`src/rtl/radix_mult_param.sv`:
```
// Multi-cycle radix-2^RADIX_LOG2 multiplier.
// Retires RADIX_LOG2 multiplier bits per cycle, LSB-first, into an OUTW-bit
// accumulator. Signed operands are turned into magnitudes when they are
// latched, and the product sign is applied on the final cycle.
module radix_mult_param #(
    parameter int unsigned FRACW      = 16,
    parameter int unsigned RADIX_LOG2 = 4
) (
    input  logic                      clock,
    input  logic                      reset,
    input  logic                      start,
    input  logic                      isSigned,
    input  logic [FRACW:0]            mulIn1,
    input  logic [FRACW:0]            mulIn2,
    output logic [2*(FRACW+1)-1:0]    mulOut,
    output logic                      busy,
    output logic                      done
);

    localparam int unsigned WIDTH = FRACW + 1;
    localparam int unsigned OUTW  = 2 * WIDTH;
    localparam int unsigned NITER = (WIDTH + RADIX_LOG2 - 1) / RADIX_LOG2;
    // Multiplier register is padded to a whole number of digits; the pad is zero
    localparam int unsigned MPW   = NITER * RADIX_LOG2;
    localparam int unsigned CNTW  = $clog2(NITER + 1);
    localparam logic [CNTW-1:0] ITER_LAST = CNTW'(NITER - 1);

    typedef enum logic [1:0] {
        S_IDLE = 2'd0,
        S_RUN  = 2'd1,
        S_DONE = 2'd2
    } state_t;

    state_t                r_state;
    logic [OUTW-1:0]       r_mcand;    // multiplicand, pre-shifted to current digit weight
    logic [MPW-1:0]        r_mplier;   // multiplier, shifted right one digit per cycle
    logic [OUTW-1:0]       r_acc;
    logic [CNTW-1:0]       r_iter;
    logic                  r_neg;
    logic [OUTW-1:0]       r_out;
    logic                  r_busy;
    logic                  r_done;

    logic [WIDTH-1:0]      w_mag1;
    logic [WIDTH-1:0]      w_mag2;
    logic [RADIX_LOG2-1:0] w_digit;
    logic [OUTW-1:0]       w_partial;
    logic [OUTW-1:0]       w_sum;
    logic                  w_last;

    // Operand magnitudes; the most negative value maps to 2^FRACW, which still fits in WIDTH bits
    always_comb begin
        w_mag1 = (isSigned && mulIn1[WIDTH-1]) ? (~mulIn1 + 1'b1) : mulIn1;
        w_mag2 = (isSigned && mulIn2[WIDTH-1]) ? (~mulIn2 + 1'b1) : mulIn2;
    end

    // Digit partial product d*multiplicand as a short shift-and-add, then accumulate
    always_comb begin
        w_digit   = r_mplier[RADIX_LOG2-1:0];
        w_partial = '0;
        for (int unsigned k = 0; k < RADIX_LOG2; k++) begin
            if (w_digit[k]) begin
                w_partial = w_partial + (r_mcand << k);
            end
        end
        w_sum  = r_acc + w_partial;
        w_last = (r_iter == ITER_LAST);
    end

    // Control FSM and datapath registers, all outputs registered
    always_ff @(posedge clock) begin
        if (reset) begin
            r_state  <= S_IDLE;
            r_mcand  <= '0;
            r_mplier <= '0;
            r_acc    <= '0;
            r_iter   <= '0;
            r_neg    <= 1'b0;
            r_out    <= '0;
            r_busy   <= 1'b0;
            r_done   <= 1'b0;
        end else begin
            case (r_state)
                S_IDLE, S_DONE: begin
                    if (start) begin
                        r_mcand  <= OUTW'(w_mag1);
                        r_mplier <= MPW'(w_mag2);
                        r_neg    <= isSigned & (mulIn1[WIDTH-1] ^ mulIn2[WIDTH-1]);
                        r_acc    <= '0;
                        r_iter   <= '0;
                        r_done   <= 1'b0;
                        r_busy   <= 1'b1;
                        r_state  <= S_RUN;
                    end
                end
                S_RUN: begin
                    r_acc    <= w_sum;
                    r_mcand  <= r_mcand << RADIX_LOG2;
                    r_mplier <= r_mplier >> RADIX_LOG2;
                    r_iter   <= r_iter + 1'b1;
                    if (w_last) begin
                        r_out   <= r_neg ? (~w_sum + 1'b1) : w_sum;
                        r_busy  <= 1'b0;
                        r_done  <= 1'b1;
                        r_state <= S_DONE;
                    end
                end
                default: begin
                    r_state <= S_IDLE;
                    r_busy  <= 1'b0;
                    r_done  <= 1'b0;
                end
            endcase
        end
    end

    assign mulOut = r_out;
    assign busy   = r_busy;
    assign done   = r_done;

endmodule

```
`config.mk`:
```
export PLATFORM = sky130hd
export DESIGN_NAME = radix_mult_param
export DESIGN_NICKNAME = d
export VERILOG_FILES = /design/src/rtl/radix_mult_param.sv
export SDC_FILE = /design/constraint.sdc
export NUM_CORES = 1
export LEC_CHECK = 0
export CAP_MARGIN = 20
export CORE_MARGIN = 2
export CORE_UTILIZATION = 68
export CTS_BUF_LIST = sky130_fd_sc_hd__clkbuf_4 sky130_fd_sc_hd__clkbuf_8
export CTS_CLUSTER_SIZE = 28
export DETAILED_ROUTE_END_ITERATION = 16
export PLACE_DENSITY = 0.95
export SYNTH_ARGS = -nofsm -noshare
export SYNTH_HDL_FRONTEND = slang
export SYNTH_SLANG_ARGS = --single-unit
```
`constraint.sdc`:
```
create_clock -name clock -period 30.9 [get_ports clock]
set_clock_uncertainty 0.05 [all_clocks]
set_input_delay 6.18 -clock clock [delete_from_list [all_inputs] [get_ports clock]]
set_output_delay 6.18 -clock clock [all_outputs]
set_load 0.01 [all_outputs]
```
* After elaboration in Yosys (flattened, before gate mapping)
Index checks and enable logic that the tools add are counted.
Storage, ports and cells: input port bits 38, register bits after elaboration 130, word-level logic and storage cells 60, output and inout port bits 36
Operators by class: bitwise operators 5, equal/unequal tests 5, reduce and logical (&&, ||, !) cells 9, mux-type cells 24, add/subtract/negate cells 8
Operator list (count):
- two-way mux 34 bit | 7
- adder 34 bit | 4
- one-hot mux 34 bit (2 select lines) | 2
- one-hot mux 20 bit (2 select lines) | 1
- adder 17 x 1 -> 17 bit, second input constant | 2
- adder 34 x 1 -> 34 bit, second input constant | 1
- two-way mux 17 bit | 2
- NOT 17 bit | 2
- NOT 34 bit | 1
- two-way mux 20 bit | 1
- AND reduction 2 bit | 4
- one-hot mux 3 bit (2 select lines) | 1
- two-way mux 1 bit | 4
- two-way mux 2 bit | 2
- inequality test 2 bit, second input constant | 2
- one-hot mux 1 bit (2 select lines) | 2
- one-hot mux 2 bit (2 select lines) | 1
- adder 3 x 1 -> 3 bit, second input constant | 1
- equality test 3 bit, second input constant | 1
- two-way mux 3 bit | 1
- equality test 2 x 1 -> 1 bit, second input constant | 1
- equality test 2 bit, second input constant | 1
- logical AND 1 bit | 2
- logical NOT 2 bit | 1
- other kinds (4) | 4

* Longest topological paths before layout
Gate-level depths: netlist (run 1).
word-level depth 11, depth in mapped cells 55, gate-level depth less buffers 50

* Worst setup path before layout (run 1)
Ideal clock, no wire load.
path kind register to register, start register r_mplier[0], end register r_out[32] (netlist: mulOut[32]), arrival 10.029 ns, setup slack 20.736 ns, period minus slack after synthesis 10.164 ns, path buffers 5, setup time 0.086 ns, required time 30.764 ns, cell stages (with the launch flop) 53, cells stage by stage dfxtp_1 -> clkbuf_1 -> clkbuf_1 -> clkbuf_1 -> clkbuf_1 -> nand2_1 -> inv_1 -> ha_1 -> fa_1 -> nand2_1 -> or2_2 -> a32oi_1 -> o31ai_1 -> nand2_1 -> a21oi_1 -> xnor2_1 -> nand2_1 -> xnor2_1 -> [... 17 more ...] -> a21o_1 -> a21oi_1 -> xor2_1 -> a21oi_1 -> ha_1 -> clkbuf_1 -> a21o_1 -> a311oi_1 -> o2bb2ai_1 -> nor4_1 -> a211o_1 -> a211o_1 -> or3_1 -> nor3_2 -> nand3_2 -> o41ai_2 -> xor2_1 -> a211oi_1
On the way: longest elaborated chain between the ends 11
Ends and longest elaborated chain:
- from (decl) | line 36 | logic [MPW-1:0] r_mplier;
- from (signal assigned) | line 87 | r_mplier <= MPW'(w_mag2);
- from (signal assigned) | line 99 | r_mplier <= r_mplier >> RADIX_LOG2;
- two-way mux 34 bit (*) | line 62 | if (w_digit[k]) begin
- adder 34 bit | line 63 | w_partial = w_partial + (r_mcand << k);
- two-way mux 34 bit (*) | line 62
- adder 34 bit | line 63
- two-way mux 34 bit (*) | line 62
- adder 34 bit | line 63
- two-way mux 34 bit (*) | line 62
- adder 34 bit (*) | line 66 | w_sum = r_acc + w_partial;
- NOT 34 bit | line 102 | r_out <= r_neg ? (~w_sum + 1'b1) : w_sum;
- adder 34 x 1 -> 34 bit | line 102
- two-way mux 34 bit (*) | line 102
- to (signal assigned) | line 102
- to (decl) | line 40 | logic [OUTW-1:0] r_out;
Mark *: on every way between the ends. The rest lies on a longest branch, timed or not. A chain may end at the register's enable or synchronous reset.

* Worst setup path in the final report (run 1)
Ends and elaborated chain as after synthesis.

==> metrics.csv, run 1 <==
metric,value,unit
initial drt markers,1119,
predominant post-synthesis flop cell,dfxtp_1,
Critical Path End,mulOut[32],
crit share post-route,35.5,%
port bufs,73,
syn_area_per_cell,7.38,um^2
Final Util,74.9,%
crit path max fanout,48,
Power Dens Cells,32.0,mW/mm^2
Sequential cell area,0.00252,mm^2
initial antenna violation count,0,
GRT Overall Usage,35.5,%
Slew Limit Headroom,33.1,%
DR pass1 iterations,6,
Clock Path Buffers,2,
Netlist Area Pre-Place,0.0138,mm^2
"Net Count, Synth",2049,
Final Hold Viols,0,
Fin Setup TNS,0,ns
ys async rst share,0,%
core box area,0.0201,mm^2
max incr delay on CP,0.56,ns
average wire per standard cell,17.8,um
Yosys warnings,0,
Setup crit start,r_mplier[0],
Inserted Clock Buffers,17,
clk sinks,126,
CP Launch Type,flop,
Max Cap Viol,0,
data required time at the worst endpoint,31.24,ns
Leak,6.63,nW
"Arr. time, crit path",11.29,ns
"FF+latch count, synth",126,
routed vias/inst,6.57,
Post-Syn Instances,1876,
"EDFF count, synth",0,
Post-CTS Setup Bufs,0,
kind of end point of the critical path,flop,
"Worst Setup Slack, final",19.94,ns
GP Congestion,0.945,
CTS Root Cell,clkbuf_8,
flop2flop setup slack,19.94,ns
worst hold start,mulOut[10],
Setup CP Type,reg2reg,
vias in the first global route,13635,
post-synthesis sequential area ratio,18.2,%
Initial Util,68.9,%
"Top cell by count, worst path",nand2_1,
post-place setup slack,20.23,ns
worst-case reg-to-reg path depth,48,
"most common cell after layout, fill and taps aside",nor2_1,
hpwl dp,28100,um
maximum number of pins on one net before global-route repair,93,
DRT antenna net count,0,
total number of vias,14206,
top-level port count,74,
post-place instance area,0.0146,mm^2
Synth cell types,91,
R2R Path End,mulOut[32],
nets@finish,2053,
grt total ovfl,0,
fin cells,2163,
fin crit period,10.96,ns
Hold WS,0.405,ns
CTS tree,built,
DP Cell Count,2130,
Die Width,147,um
Final setup viols,0,
Tot Pwr,482,uW
"commonest non-fill, non-tap cells in the layout","197 x nor2_1, 183 x a21oi_1, 181 x nand2_1",
diode count,0,
full die area,0.0215,mm^2
Worst VDD drop,0.0000445,V
Crit-path slowest cell,a2111oi_0,
clk_lat worst skew,0.48,ns
clk slew on worst S/H paths,0.10,ns
worst hold path class,reg2reg,
CTS HTree Levels,4,
post_cts resized,0,
std cell rows,52,
"Hold-fix buffers, CTS",0,
Routed WL,38500,um
final instance area,0.0150,mm^2
global-route wire length before repair,64100,um
area of the multi-input gates,0.0107,mm^2
RSZ-0062 raised after global routing,no,
Slew Limit Fails,0,
actual slew at the worst max-slew pin,1.00,ns
Worst R2R Start,r_mplier[0],
layout cells sized above 1,6.39,%
Die H,147,um
run status,"finished, final reports clean",
area growth from synthesis to layout,8.67,%
DRC,0,
Fill cells,1468,
Max Clk Rate,91.3,MHz
==> registers in the layout (all words and copies together) (netlist names) <==
name / count
mulOut: 34
r_acc: 34
r_mcand: 34
r_mplier: 17
r_iter: 3
r_state: 2
busy: 1
r_neg: 1
==> worst max-delay path, delay by kind of cell, from the launching register on <==
family	cells	cell delay, ns
and+or+nand+nor	13	1.96
adders and majority gates	5	1.73
AOI/OAI and AO/OA	22	5.40
DFF	1	0.36
xor gates and xnor gates	5	0.73
buffers and inverters	2	0.34
muxes	1	0.28
==> cell usage after synthesis (8+ instances only) <==
cell      number  area (um^2)
nand2b_1      23          144
nand2_1      181          679
a22oi_1       78          586
o21bai_1      10         75.1
nor3_1        31          155
inv_1         72          270
o211ai_1      10         75.1
clkbuf_1      79          297
ha_1         131         1640
or2_2          8         50.1
a31oi_1       13         81.3
o31ai_1       21          158
nor2_1       199          747
nor4_1        14         87.6
or3_1          9         56.3
and2_1        24          150
dfxtp_1      126         2520
nor2b_1       17          106
a211oi_1      37          278
xnor2_1       81          709
o21ai_0      101          505
a21o_1        59          443
and3_1        13         81.3
nand4_1       11         68.8
mux2_2        39          439
o21a_1        24          180
xor2_1        81          709
a21oi_1      183          916
buf_1         11         41.3
nand3_1       44          220
mux2i_1       12          120
==> power by group <==
| group | internal (mW) | total (mW) | leakage [nW] | switching [mW] |
|---|---|---|---|---|
| registers | 0.168 | 0.177 | 1.02 | 0.00946 |
| logic | 0.0564 | 0.150 | 5.40 | 0.0937 |
| clock network | 0.0677 | 0.155 | 0.199 | 0.0868 |
| total | 0.292 | 0.482 | 6.63 | 0.190 |
==> final cells by class <==
type,instances,area share (%)
clock inverter,15,1.11
tap,270,2.24
sequential,126,16.8
multi-input combinational,1580,71.1
inverter,72,1.80
clock buffer,17,1.55
timing repair buffer,83,5.42
==> logic make-up after synthesis <==
kind of cell | count (synthesis) | share of synthesized area [%]
AO/OA/AOI/OAI | 622 | 29.4
AND/OR/NAND/NOR | 605 | 20.4
multiplexers | 51 | 4.04
XOR/XNOR | 165 | 10.6
flip-flops | 126 | 18.2
adder cells (fa/ha/maj) | 137 | 12.6
buffers and inverters | 170 | 4.70
==> worst min path at each step <==
stage	endpoint	slack, ns	cells after the start
CTS	mulOut[10]	0.41	2
floorplan	r_mplier[16]	0.40	2
finish	mulOut[10]	0.40	2
detailed placement	mulOut[10]	0.40	2
global route	mulOut[10]	0.43	2
global placement	mulOut[10]	0.39	2
==> per-layer routing <==
metal	vias up	routed length, um	track usage, %
li1	6851	-	-
met1	6641	16000	42.2
met2	567	18700	62.1
met3	147	2260	6.15
met4	0	1620	16.9
met5	-	0	0
(Power assumes the default switching activity.)
==> run 2, diff against run 1 <==
--- a/config.mk
+++ b/config.mk
@@ -7,11 +7,11 @@
 export LEC_CHECK = 0
 export CAP_MARGIN = 20
 export CORE_MARGIN = 2
-export CORE_UTILIZATION = 68
+export CORE_UTILIZATION = 64
 export CTS_BUF_LIST = sky130_fd_sc_hd__clkbuf_4 sky130_fd_sc_hd__clkbuf_8
 export CTS_CLUSTER_SIZE = 28
 export DETAILED_ROUTE_END_ITERATION = 16
-export PLACE_DENSITY = 0.95
+export PLACE_DENSITY = 0.94
 export SYNTH_ARGS = -nofsm -noshare
 export SYNTH_HDL_FRONTEND = slang
 export SYNTH_SLANG_ARGS = --single-unit
==> constraint.sdc (replaced) <==
create_clock -name clock -period 11.2 [get_ports clock]
set_clock_uncertainty 0.05 [all_clocks]
set_input_delay 2.24 -clock clock [delete_from_list [all_inputs] [get_ports clock]]
set_output_delay 2.24 -clock clock [all_outputs]
set_load 0.01 [all_outputs]
==> run 2 against run 1 <==
Maximum frequency up 4.9%. Power grew to 2.7 times the previous value. Combinational power grew to 2.7 times the previous value. Worst hold slack better by 0.0058 ns. First-iteration DRC count rose by 10%. Cell area is 0.12% higher. Clock power increased to 2.5 times the previous value. Sequential power grew to 2.8 times the previous value. Die area grew 6.1%. Critical path depth down 2. Critical path type unchanged.
==> metrics.csv, run 2 (synthesis results as in run 1) <==
metric,value,unit,change
Routed WL,37300,um,-3.3%
nets@finish,2052,,-0.049%
DR pass1 iterations,5,,-1
Final Util,71.2,%,-3.6 points
fin crit period,10.45,ns,-0.507 ns
clk sinks,126,,unchanged
crit share post-route,93.3,%,+58 points
worst hold path class,reg2reg,,
clk slew on worst S/H paths,0.09,ns,about the same
GRT Overall Usage,32.2,%,-3.2 points
maximum number of pins on one net before global-route repair,94,,+1.1%
"commonest non-fill, non-tap cells in the layout","197 x nor2_1, 181 x nand2_1, 181 x a21oi_1",,
global-route wire length before repair,60800,um,-5.1%
Max Clk Rate,95.7,MHz,+4.9%
CTS HTree Levels,4,,unchanged
Inserted Clock Buffers,17,,unchanged
diode count,0,,unchanged
full die area,0.0228,mm^2,+6.1%
GP Congestion,0.943,,-0.15%
Slew Limit Fails,0,,unchanged
Final setup viols,0,,unchanged
kind of end point of the critical path,flop,,
routed vias/inst,6.57,,about the same
grt total ovfl,0,,unchanged
Worst R2R Start,r_mcand[2],,
layout cells sized above 1,6.61,%,+0.21 points
Die Width,151,um,+3.0%
std cell rows,53,,+1.9%
"Arr. time, crit path",10.79,ns,-0.50 ns
data required time at the worst endpoint,11.54,ns,-19.70 ns
Crit-path slowest cell,dfxtp_1,,
clk_lat worst skew,0.47,ns,about the same
initial antenna violation count,1,,+1
Initial Util,65.5,%,-3.4 points
"most common cell after layout, fill and taps aside",nor2_1,,
DRT antenna net count,0,,unchanged
core box area,0.0212,mm^2,+5.2%
worst hold start,mulOut[20],,
CTS Root Cell,clkbuf_8,,
Hold WS,0.411,ns,+0.00578 ns
Final Hold Viols,0,,unchanged
Post-CTS Setup Bufs,0,,unchanged
Worst VDD drop,0.0000807,V,+82%
Setup CP Type,reg2reg,,
max incr delay on CP,0.53,ns,-0.03 ns
port bufs,73,,unchanged
Leak,6.61,nW,-0.27%
"Top cell by count, worst path",o21ai_0,,
actual slew at the worst max-slew pin,1.11,ns,+0.110 ns
vias in the first global route,13331,,-2.2%
crit path max fanout,10,,-79%
average wire per standard cell,17.2,um,-3.5%
CTS tree,built,,
top-level port count,74,,unchanged
CP Launch Type,flop,,
hpwl dp,27300,um,-2.9%
DRC,0,,unchanged
total number of vias,14244,,+0.27%
Setup crit start,r_mcand[2],,
initial drt markers,1234,,+10%
Power Dens Cells,85.9,mW/mm^2,+170%
Slew Limit Headroom,25.8,%,-7.4 points
Max Cap Viol,0,,unchanged
Clock Path Buffers,2,,unchanged
run status,"finished, final reports clean",,
area growth from synthesis to layout,8.81,%,
Die H,151,um,+3.0%
==> run 2: final cells by class <==
type	instances	area (um^2)
multi-input combinational	1580	10700
inverter	72	270
sequential	126	2520
tap	275	344
timing repair buffer	82	828
clock buffer	17	234
clock inverter	15	144
fill	1623	6090
==> run 2: metal layers <==
| metal | GRT usage, % | part of all wire (%) | vias to the layer above |
|---|---|---|---|
| met4 | 16.4 | 4.9 | 0 |
| met3 | 4.34 | 5.7 | 167 |
| met2 | 57.0 | 48 | 593 |
| met1 | 38.1 | 41 | 6640 |
| met5 | 0 | 0 | - |
| li1 | - | - | 6844 |
==> run 2: worst paths after layout <==
| check | slack, ns | cells after the start | end |
|---|---|---|---|
| max | 0.75 | 46 | mulOut[32] |
| min | 0.41 | 2 | mulOut[20] |
| min reg2reg | 0.41 | 2 | mulOut[20] |
| max reg2reg | 0.75 | 46 | mulOut[32] |
==> run 2: metrics by stage <==
step	setup TNS (ns)	area (um^2)	power, mW	setup WS [ns]	cells
after floorplan	0	13800	0.798	1.04	1876
after detailed placement	0	14600	0.896	0.758	2133
after global routing	-0.00451	15100	1.36	-0.00312	2167
after CTS	0	15000	1.28	0.681	2165
final	0	15100	1.29	0.752	2167
after global placement	0	14600	0.882	1.16	2133
==> run 2: power breakdown <==
group	leakage (nW)	total [mW]	switching [mW]	internal, mW
sequential	1.02	0.494	0.0305	0.463
clock	0.181	0.394	0.230	0.164
combinational	5.40	0.407	0.251	0.156
==> run 2: critical path: cells and delay by family, from the launching register on <==
| kind | cells | cell delay, ns |
|---|---|---|
| AO/OA/AOI/OAI | 22 | 4.86 |
| AND/OR/NAND/NOR | 14 | 2.43 |
| adder cells (fa/ha/maj) | 5 | 1.87 |
| XOR/XNOR | 4 | 0.56 |
| flip-flops | 1 | 0.53 |
| buffers and inverters | 1 | 0.06 |
==> run 2: repair_timing <==
action                                  4_1_cts  5_1_grt
hold buffers                                  0        0
gates resized for setup                       0        6
endpoints found under the setup margin        0        6
